==> src/rtl/cci_mpf_shim_rd_throttle_pkg.sv <==
// cci_mpf_shim_rd_throttle_pkg: shared types and helpers for the c0 read-request throttle
package cci_mpf_shim_rd_throttle_pkg;

    localparam int C0_HDR_WIDTH = 74;

    typedef enum logic [1:0] {RUN, DRAINING, DRAINED} t_rd_throttle_state;

    typedef struct packed {
        logic [C0_HDR_WIDTH-1:0] hdr;
        logic [1:0]              cl_len;
    } t_rd_req;

    // cl_len encodes line count minus one
    function automatic logic [2:0] cl_len_to_lines(input logic [1:0] cl_len);
        return {1'b0, cl_len} + 3'd1;
    endfunction

endpackage

==> src/rtl/cci_mpf_rd_throttle_fifo.sv <==
// cci_mpf_rd_throttle_fifo: show-ahead request FIFO with occupancy count
module cci_mpf_rd_throttle_fifo
    import cci_mpf_shim_rd_throttle_pkg::*;
#(
    parameter int DEPTH = 8
) (
    input  logic                         clk,
    input  logic                         reset,
    input  logic                         enq,
    input  t_rd_req                      enq_data,
    input  logic                         deq,
    output t_rd_req                      first,
    output logic                         empty,
    output logic                         full,
    output logic [$clog2(DEPTH+1)-1:0]   count
);

    localparam int PW = $clog2(DEPTH);
    localparam int CW = $clog2(DEPTH+1);

    t_rd_req        mem [DEPTH];
    logic [PW-1:0]  wr_ptr;
    logic [PW-1:0]  rd_ptr;

    // Storage needs no reset; only pointers define validity
    always_ff @(posedge clk) begin
        if (enq) mem[wr_ptr] <= enq_data;
    end

    // Pointer and occupancy tracking; callers never enq when full or deq when empty
    always_ff @(posedge clk or posedge reset) begin
        if (reset) begin
            wr_ptr <= '0;
            rd_ptr <= '0;
            count  <= '0;
        end else begin
            if (enq) wr_ptr <= wr_ptr + 1'b1;
            if (deq) rd_ptr <= rd_ptr + 1'b1;
            count <= count + CW'(enq) - CW'(deq);
        end
    end

    assign first = mem[rd_ptr];
    assign empty = (count == '0);
    assign full  = (count == CW'(DEPTH));

endmodule

==> src/rtl/cci_mpf_shim_rd_throttle.sv <==
// cci_mpf_shim_rd_throttle: c0 read-request line-credit limiter with drain handshake (optional stats: CCI_MPF_RD_THROTTLE_STATS_EN)
module cci_mpf_shim_rd_throttle
    import cci_mpf_shim_rd_throttle_pkg::*;
#(
    parameter int MAX_ACTIVE_LINES = 128,
    parameter int BUF_DEPTH        = 8,
    parameter int ALMFULL_SLACK    = 4,
    parameter int HDR_WIDTH        = C0_HDR_WIDTH
) (
    input  logic                                  clk,
    input  logic                                  reset,
    input  logic                                  afu_c0_req_valid,
    input  logic [HDR_WIDTH-1:0]                  afu_c0_req_hdr,
    input  logic [1:0]                            afu_c0_req_cl_len,
    output logic                                  afu_c0_almost_full,
    output logic                                  fiu_c0_req_valid,
    output logic [HDR_WIDTH-1:0]                  fiu_c0_req_hdr,
    output logic [1:0]                            fiu_c0_req_cl_len,
    input  logic                                  fiu_c0_almost_full,
    input  logic                                  fiu_c0_rsp_line,
    input  logic                                  drain_req,
    output logic                                  drained,
    output logic [$clog2(MAX_ACTIVE_LINES+1)-1:0] active_lines,
    output logic                                  overflow_err,
    output logic [31:0]                           stall_cycles
);

    localparam int AW = $clog2(MAX_ACTIVE_LINES+1);
    localparam int CW = $clog2(BUF_DEPTH+1);

    t_rd_throttle_state state;
    t_rd_throttle_state state_next;
    t_rd_req            enq_data;
    t_rd_req            head;
    logic               fifo_empty;
    logic               fifo_full;
    logic [CW-1:0]      fifo_count;
    logic [2:0]         need;
    logic               credit_ok;
    logic               issue_en;
    logic               issue;
    logic               rsp_dec;

    assign enq_data = '{hdr: C0_HDR_WIDTH'(afu_c0_req_hdr), cl_len: afu_c0_req_cl_len};

    cci_mpf_rd_throttle_fifo #(.DEPTH(BUF_DEPTH)) fifo (
        .clk      (clk),
        .reset    (reset),
        .enq      (afu_c0_req_valid && !fifo_full),
        .enq_data (enq_data),
        .deq      (issue),
        .first    (head),
        .empty    (fifo_empty),
        .full     (fifo_full),
        .count    (fifo_count)
    );

    assign need      = cl_len_to_lines(head.cl_len);
    assign credit_ok = ({1'b0, active_lines} + (AW+1)'(need)) <= (AW+1)'(MAX_ACTIVE_LINES);
    assign issue     = issue_en && !fifo_empty && !fiu_c0_almost_full && credit_ok;
    // A return with nothing outstanding is ignored so the counter cannot wrap
    assign rsp_dec   = fiu_c0_rsp_line && (active_lines != '0);

    // State register; drained tracks the state being entered so it is registered yet aligned with it
    always_ff @(posedge clk or posedge reset) begin
        if (reset) begin
            state   <= RUN;
            drained <= 1'b0;
        end else begin
            state   <= state_next;
            drained <= (state_next == DRAINED);
        end
    end

    // Next-state: drop of drain_req always returns to RUN; a new enqueue while drained re-opens draining
    always_comb begin
        state_next = state;
        case (state)
            RUN:      state_next = drain_req ? DRAINING : RUN;
            DRAINING: state_next = !drain_req ? RUN :
                                   (active_lines == '0 && fifo_empty) ? DRAINED : DRAINING;
            DRAINED:  state_next = !drain_req ? RUN : fifo_empty ? DRAINED : DRAINING;
            default:  state_next = RUN;
        endcase
    end

    // FSM output: issue only in RUN
    always_comb begin
        issue_en = (state == RUN);
    end

    // Registered FIU request, AFU flow control, credit counter and sticky overflow
    always_ff @(posedge clk or posedge reset) begin
        if (reset) begin
            fiu_c0_req_valid   <= 1'b0;
            fiu_c0_req_hdr     <= '0;
            fiu_c0_req_cl_len  <= '0;
            afu_c0_almost_full <= 1'b0;
            active_lines       <= '0;
            overflow_err       <= 1'b0;
        end else begin
            fiu_c0_req_valid <= issue;
            if (issue) begin
                fiu_c0_req_hdr    <= head.hdr[HDR_WIDTH-1:0];
                fiu_c0_req_cl_len <= head.cl_len;
            end
            afu_c0_almost_full <= fifo_count >= CW'(BUF_DEPTH - ALMFULL_SLACK);
            active_lines       <= active_lines + (issue ? AW'(need) : AW'(0)) - AW'(rsp_dec);
            if (afu_c0_req_valid && fifo_full) overflow_err <= 1'b1;
        end
    end

`ifdef CCI_MPF_RD_THROTTLE_STATS_EN
    // Count cycles where only a shortage of line credits holds back the head request
    always_ff @(posedge clk or posedge reset) begin
        if (reset) stall_cycles <= '0;
        else if (issue_en && !fifo_empty && !fiu_c0_almost_full && !credit_ok && stall_cycles != '1)
            stall_cycles <= stall_cycles + 32'd1;
    end
`else
    assign stall_cycles = '0;
`endif

endmodule
==> config.mk <==
export PLATFORM = sky130hd
export DESIGN_NAME = cci_mpf_shim_rd_throttle
export DESIGN_NICKNAME = d
export VERILOG_FILES = /design/src/rtl/cci_mpf_shim_rd_throttle_pkg.sv /design/src/rtl/cci_mpf_rd_throttle_fifo.sv /design/src/rtl/cci_mpf_shim_rd_throttle.sv
export SDC_FILE = /design/constraint.sdc
export NUM_CORES = 1
export LEC_CHECK = 0
export CAP_MARGIN = 20
export CORE_ASPECT_RATIO = 1.4
export CORE_MARGIN = 8
export CORE_UTILIZATION = 53
export CTS_CLUSTER_SIZE = 40
export DETAILED_ROUTE_END_ITERATION = 10
export PLACE_DENSITY = 0.76
export SETUP_SLACK_MARGIN = 0.1
export SLEW_MARGIN = 10
export SYNTH_ARGS = -nofsm -noshare
export SYNTH_HDL_FRONTEND = slang
export SYNTH_SLANG_ARGS = --single-unit
==> constraint.sdc <==
create_clock -name clk -period 7.1 [get_ports clk]
set_input_delay 0.71 -clock clk [delete_from_list [all_inputs] [get_ports clk]]
set_output_delay 0.71 -clock clk [all_outputs]
set_load 0.02 [all_outputs]
Word level (Yosys, flattened, before mapping)
Memories as Yosys holds them, arrays and structs flattened.
Cells that the tools add are included.
Widths: inputs -> output; s select.

storage, ports and cells
  flip-flop bits (word level) = 100
  bits in writable memories = 608
  bits of input ports = 82
  word-level logic and storage cells = 49
  memories = 1

memories
  memory    depth  width  rd ports  clocked after memory_dff  wr ports  line                            RTL
  fifo.mem  8      76     1         0                         1         cci_mpf_rd_throttle_fifo.sv:21  t_rd_req mem [DEPTH];

operators by class
  $add $sub $neg = 8
  order comparisons = 2
  equal/unequal tests = 4
  mux-type cells = 9
  reductions and logical operators = 14

operators with widths
  operator             count
  $add 8x3->9          1
  $le 9x8->1 const B   1
  $add 8x3->8          1
  $logic_not 8->1      1
  $mux 2               4
  $reduce_bool 8->1    1
  $sub 8x1->8          1
  $logic_and 1x1->1    7
  $add 3x1->3 const B  2
  $pmux 2 s3           1
  $add 4x1->4          1
  $eq 2x2->1 const B   2
  $eq 4x4->1 const B   1
  $ge 4x3->1 const B   1
  $logic_not 4->1      1
  $sub 4x1->4          1
  $add 2x1->3 const B  1
  $logic_not 1->1      3
  $mux 1               3
  $mux 3               1
  $eq 2x1->1 const B   1
  $logic_not 2->1      1

Longest topological paths before layout
  depth in word-level cells = 8
  mapped depth = 26

By module
A second synthesis with hierarchy kept.

unflattened totals
  cells, all modules = 1,240
  area total of the unflattened synthesis = 27,926.8 µm²

by module, submodules not included
  module                    instances  cells an instance  area each (µm²)
  cci_mpf_rd_throttle_fifo  1          934                23,684.0
  cci_mpf_shim_rd_throttle  1          306                4,242.8

Worst setup path before layout
OpenSTA, ideal clock, no wires.

  kind = input-to-reg
  start point = input afu_c0_req_valid
  end point = memory fifo.mem[0][0] (netlist name) (enable)
  data arrival time = 6.174 ns
  setup slack = 0.323 ns
  stages on the path = 3
  cell sequence = and2_1 -> nand2b_1 -> nor3_1

between the ends
  word-level cells in the longest chain between the ends = 3

ends and longest elaborated chain
  element                       line                            RTL
  start: declaration            cci_mpf_shim_rd_throttle.sv:12  input logic afu_c0_req_valid,
  $logic_and 1x1->1             cci_mpf_shim_rd_throttle.sv:49  .enq (afu_c0_req_valid && !fifo_full),
  $mux 1                        cci_mpf_rd_throttle_fifo.sv:27  if (enq) mem[wr_ptr] <= enq_data;
  $mux 1 (implied by the code)  cci_mpf_rd_throttle_fifo.sv:27
  end: declaration              cci_mpf_rd_throttle_fifo.sv:21

No other way between the ends.

==> results.md <==
- Outcome: completed
- RR Endpoint: active_lines[7]
- Placed cell areas: 0.0296 mm2
- Worst reg2reg path depth: 21
- Fraction of layout cells with a size suffix above 1: 12.6%
- DPL Wire Length: about 34000 um
- Final setup violation count: 0
- Min-delay worst type: flop to flop
- Clock buffer depth: 3
- Cell count after synthesis: 1500
- Via count: 13998
- Slew HR: 25.6%
- Peak VDD IR: 0.293 mV
- Antenna-violating nets left: 0
- Via density per instance: 5.84
- CTS tree: yes
- Final hold vios: 0
- Fin crit period: 5.56 ns
- Max-Cap Viols: 0
- Initial antenna violation count: 5
- DRC Markers: 0
- Die Ht: about 280 um
- RSZ-0062 raised after global routing: false
- Tcrit/Tclk final: 78.4%
- Total chip power: 13.5 mW
- Distinct cells, synth: 45
- Worst skew pair latency: roughly 0.60 ns
- Die Area: 0.0592 mm2
- Core area: about 0.05 mm2
- Finished Cell Area: 0.0318 mm2
- Cts hold-fix bufs: 0
- FILL cells: 3514
- Root buffer cell: clkbuf_16
- Detailed Route Iter0 Violations: 1073
- Synthesized area: between 0.02 and 0.03 mm2
- Initial core utilization: between 50% and 60%
- LEAKAGE: 11.0 nW
- RD Place Congestion: 0.741
- Req. time, crit path: 7.61 ns
- Yosys reg bits: ~710
- Avg WL per Cell: 24.9 um
- Sequential fraction of the synthesis area: 76.0%
- H-tree levels: 3
- I/O pins: 202
- WL final: 59700 um
- Cell area power density: 425 mW/mm2
- Critical Path End: active_lines[7]
- Post-CTS sizing: 0
- Mean Syn Cell Area: 18.2 um2
- Area delta synth->final: 16.3%
- Yosys warning total: 0
- GR Overflow Total: 0
- Critical path type: flop to flop
- Fmax: roughly 180 MHz
- Pin count of the biggest net entering global routing: 86
- Prevailing post-synth register cell: edfxtp_1
- Number of global-route vias before repair: 15158
- CP endpoint kind: flop
- First-pass iteration count of the detailed router: 4
- Max-slew violation count: 0
- PortBufs: 169
- Clk_skew: 0.0242 ns
- All-Layer GR Usage: roughly a fifth
- Die W: around 210 um
- Total CTS buffers: 66
- Post-synth EDFFs: approximately 610
- CP Launch Type: flop
- Setup TNS: 0 ns
- Reg2reg start: fifo.rd_ptr[0]
- Clock tree sinks: 708
- Ys async rst share: 14.1%
- First-pass GRT wire length: approximately 91000 um
- Clock-pin slew on the worst setup and hold paths: approximately 0.060 ns
- CP max FO: 72
- Number of core rows: 98
- Worst slew pin tran: 1.12 ns
- Hold WS: 0.469 ns
- Post-CTS setup buffers: 0
- Fin nets: between 1500 and 2000
- R2r setup slk: 1.54 ns
- Critical path origin: fifo.rd_ptr[0]
- Worst Path Arrival: 6.07 ns
[Yosys cell counts, types with 2 or more instances]
cell type    n  share of area (%)
dfrtp_1    100                9.2
nor2b_1      4              0.092
a21oi_1     80                1.5
o21a_1       2              0.055
edfxtp_1   608                 67
fa_1         3               0.22
nand2_1     19               0.26
inv_1       31               0.43
buf_2       36               0.66
nor3_1       2              0.037
nand3_1      2              0.037
ha_1        28                1.3
clkbuf_1    23               0.32
buf_4       45                1.2
mux4_2      76                6.3
and3_1       3              0.069
o21ai_0     78                1.4
nor3b_1      2              0.055
nor4_1       2              0.046
nand2b_1     4              0.092
xor2_1       8               0.26
mux2i_1    152                5.6
mux2_1       2              0.082
a22oi_1     75                2.1
buf_1        4              0.055
nor2_1      85                1.2
o21bai_1     3              0.082
xnor2_1      6               0.19
[cell type report]
cell class	instances	area, um2	share of cell area [%]
inverters	31	119	0.374
flip-flops and latches	708	20800	65.3
diodes	3	7.51	0.0236
multi-input cells	684	6030	19.0
clock buffers	90	1810	5.70
well taps	650	813	2.56
repair buffers	201	1950	6.14
clock inverters	31	290	0.913
[per-layer routing]
metal | global-route usage (%) | part of all wire [%] | vias to the layer above
li1 | - | - | 6197
met1 | 24.1 | 38 | 7255
met2 | 36.7 | 54 | 435
met3 | 3.76 | 5.7 | 107
met4 | 6.24 | 2.4 | 4
met5 | 0 | 0.039 | -
[state kept, by name, summed over array words and instances (netlist names)]
signal / count
fifo.wr_ptr: 3
state: 2
fifo.count: 4
fifo.rd_ptr: 3
overflow_err: 1
drained: 1
active_lines: 8
fifo.mem: 608
fiu_c0_req_hdr: 74
afu_c0_almost_full: 1
fiu_c0_req_valid: 1
fiu_c0_req_cl_len: 2
[critical path, cell delays in order (launching register included)]
cell	delay, ns
dfrtp_4	0.66
mux4_2	0.55
o21ai_0	0.33
inv_1	0.09
ha_1	0.34
inv_1	0.07
fa_1	0.40
nor2b_1	0.23
a2bb2oi_1	0.17
o22ai_1	0.15
o22ai_4	0.16
buf_4	0.61
nand2_1	0.13
ha_1	0.34
inv_1	0.05
ha_1	0.26
a21oi_1	0.19
o21ai_0	0.11
a21oi_1	0.20
o21bai_1	0.09
a21oi_1	0.17
xor2_1	0.16
[cells by family (layout without fill, tap and decap cells)]
kind of cell	after synthesis	after routing	synth area share, %
other	1	35	0.0137
XOR/XNOR	14	14	0.449
buffers and inverters	139	353	2.69
flip-flops	708	708	76.0
multiplexers	230	230	11.9
AND/OR/NAND/NOR	129	129	2.03
AO/OA/AOI/OAI	248	248	5.43
adder cells (fa/ha/maj)	31	31	1.50
[through the flow]
step	util, %	setup WS, ns	cells
floorplan	-	0.323	1531
global placement	58.1	1.66	2273
detailed placement	58.1	1.54	2273
CTS	62.2	1.52	2394
global route	62.3	0.991	2395
finish	62.3	1.54	2398
[power by group]
group | leakage [nW] | internal (mW) | switching (mW)
Combinational | 3.36 | 1.82 | 2.58
Sequential | 6.62 | 5.35 | 0.353
Clock | 1.03 | 1.95 | 1.47
[cells in the final DEF, fill, tap and decap left out, types with 7 or more instances in the layout]
cell and n:
clkdlybuf4s50_1 169, conb_1 32, edfxtp_1 608, clkbuf_1 18, o21ai_0 78, mux4_2 76, inv_1 29, mux2i_1 152
a22oi_1 75, ha_1 28, buf_4 31, nor2_1 78, dfrtp_1 98, xor2_1 8, a21oi_1 80, clkbuf_16 67
nor2_4 7, clkinv_2 8, nand2_1 19, clkinv_1 10
[worst min-delay path by stage]
stage                  from            to  slack [ns]  depth (start not counted)
2_1_floorplan      state[0]      state[0]        0.45                          1
3_3_place_gp   overflow_err  overflow_err        0.45                          1
3_5_place_dp   overflow_err  overflow_err        0.46                          1
4_1_cts        overflow_err  overflow_err        0.47                          1
5_1_grt        overflow_err  overflow_err        0.50                          1
6_report       overflow_err  overflow_err        0.47                          1
No activity file was read; power rests on OpenSTA's default activity.
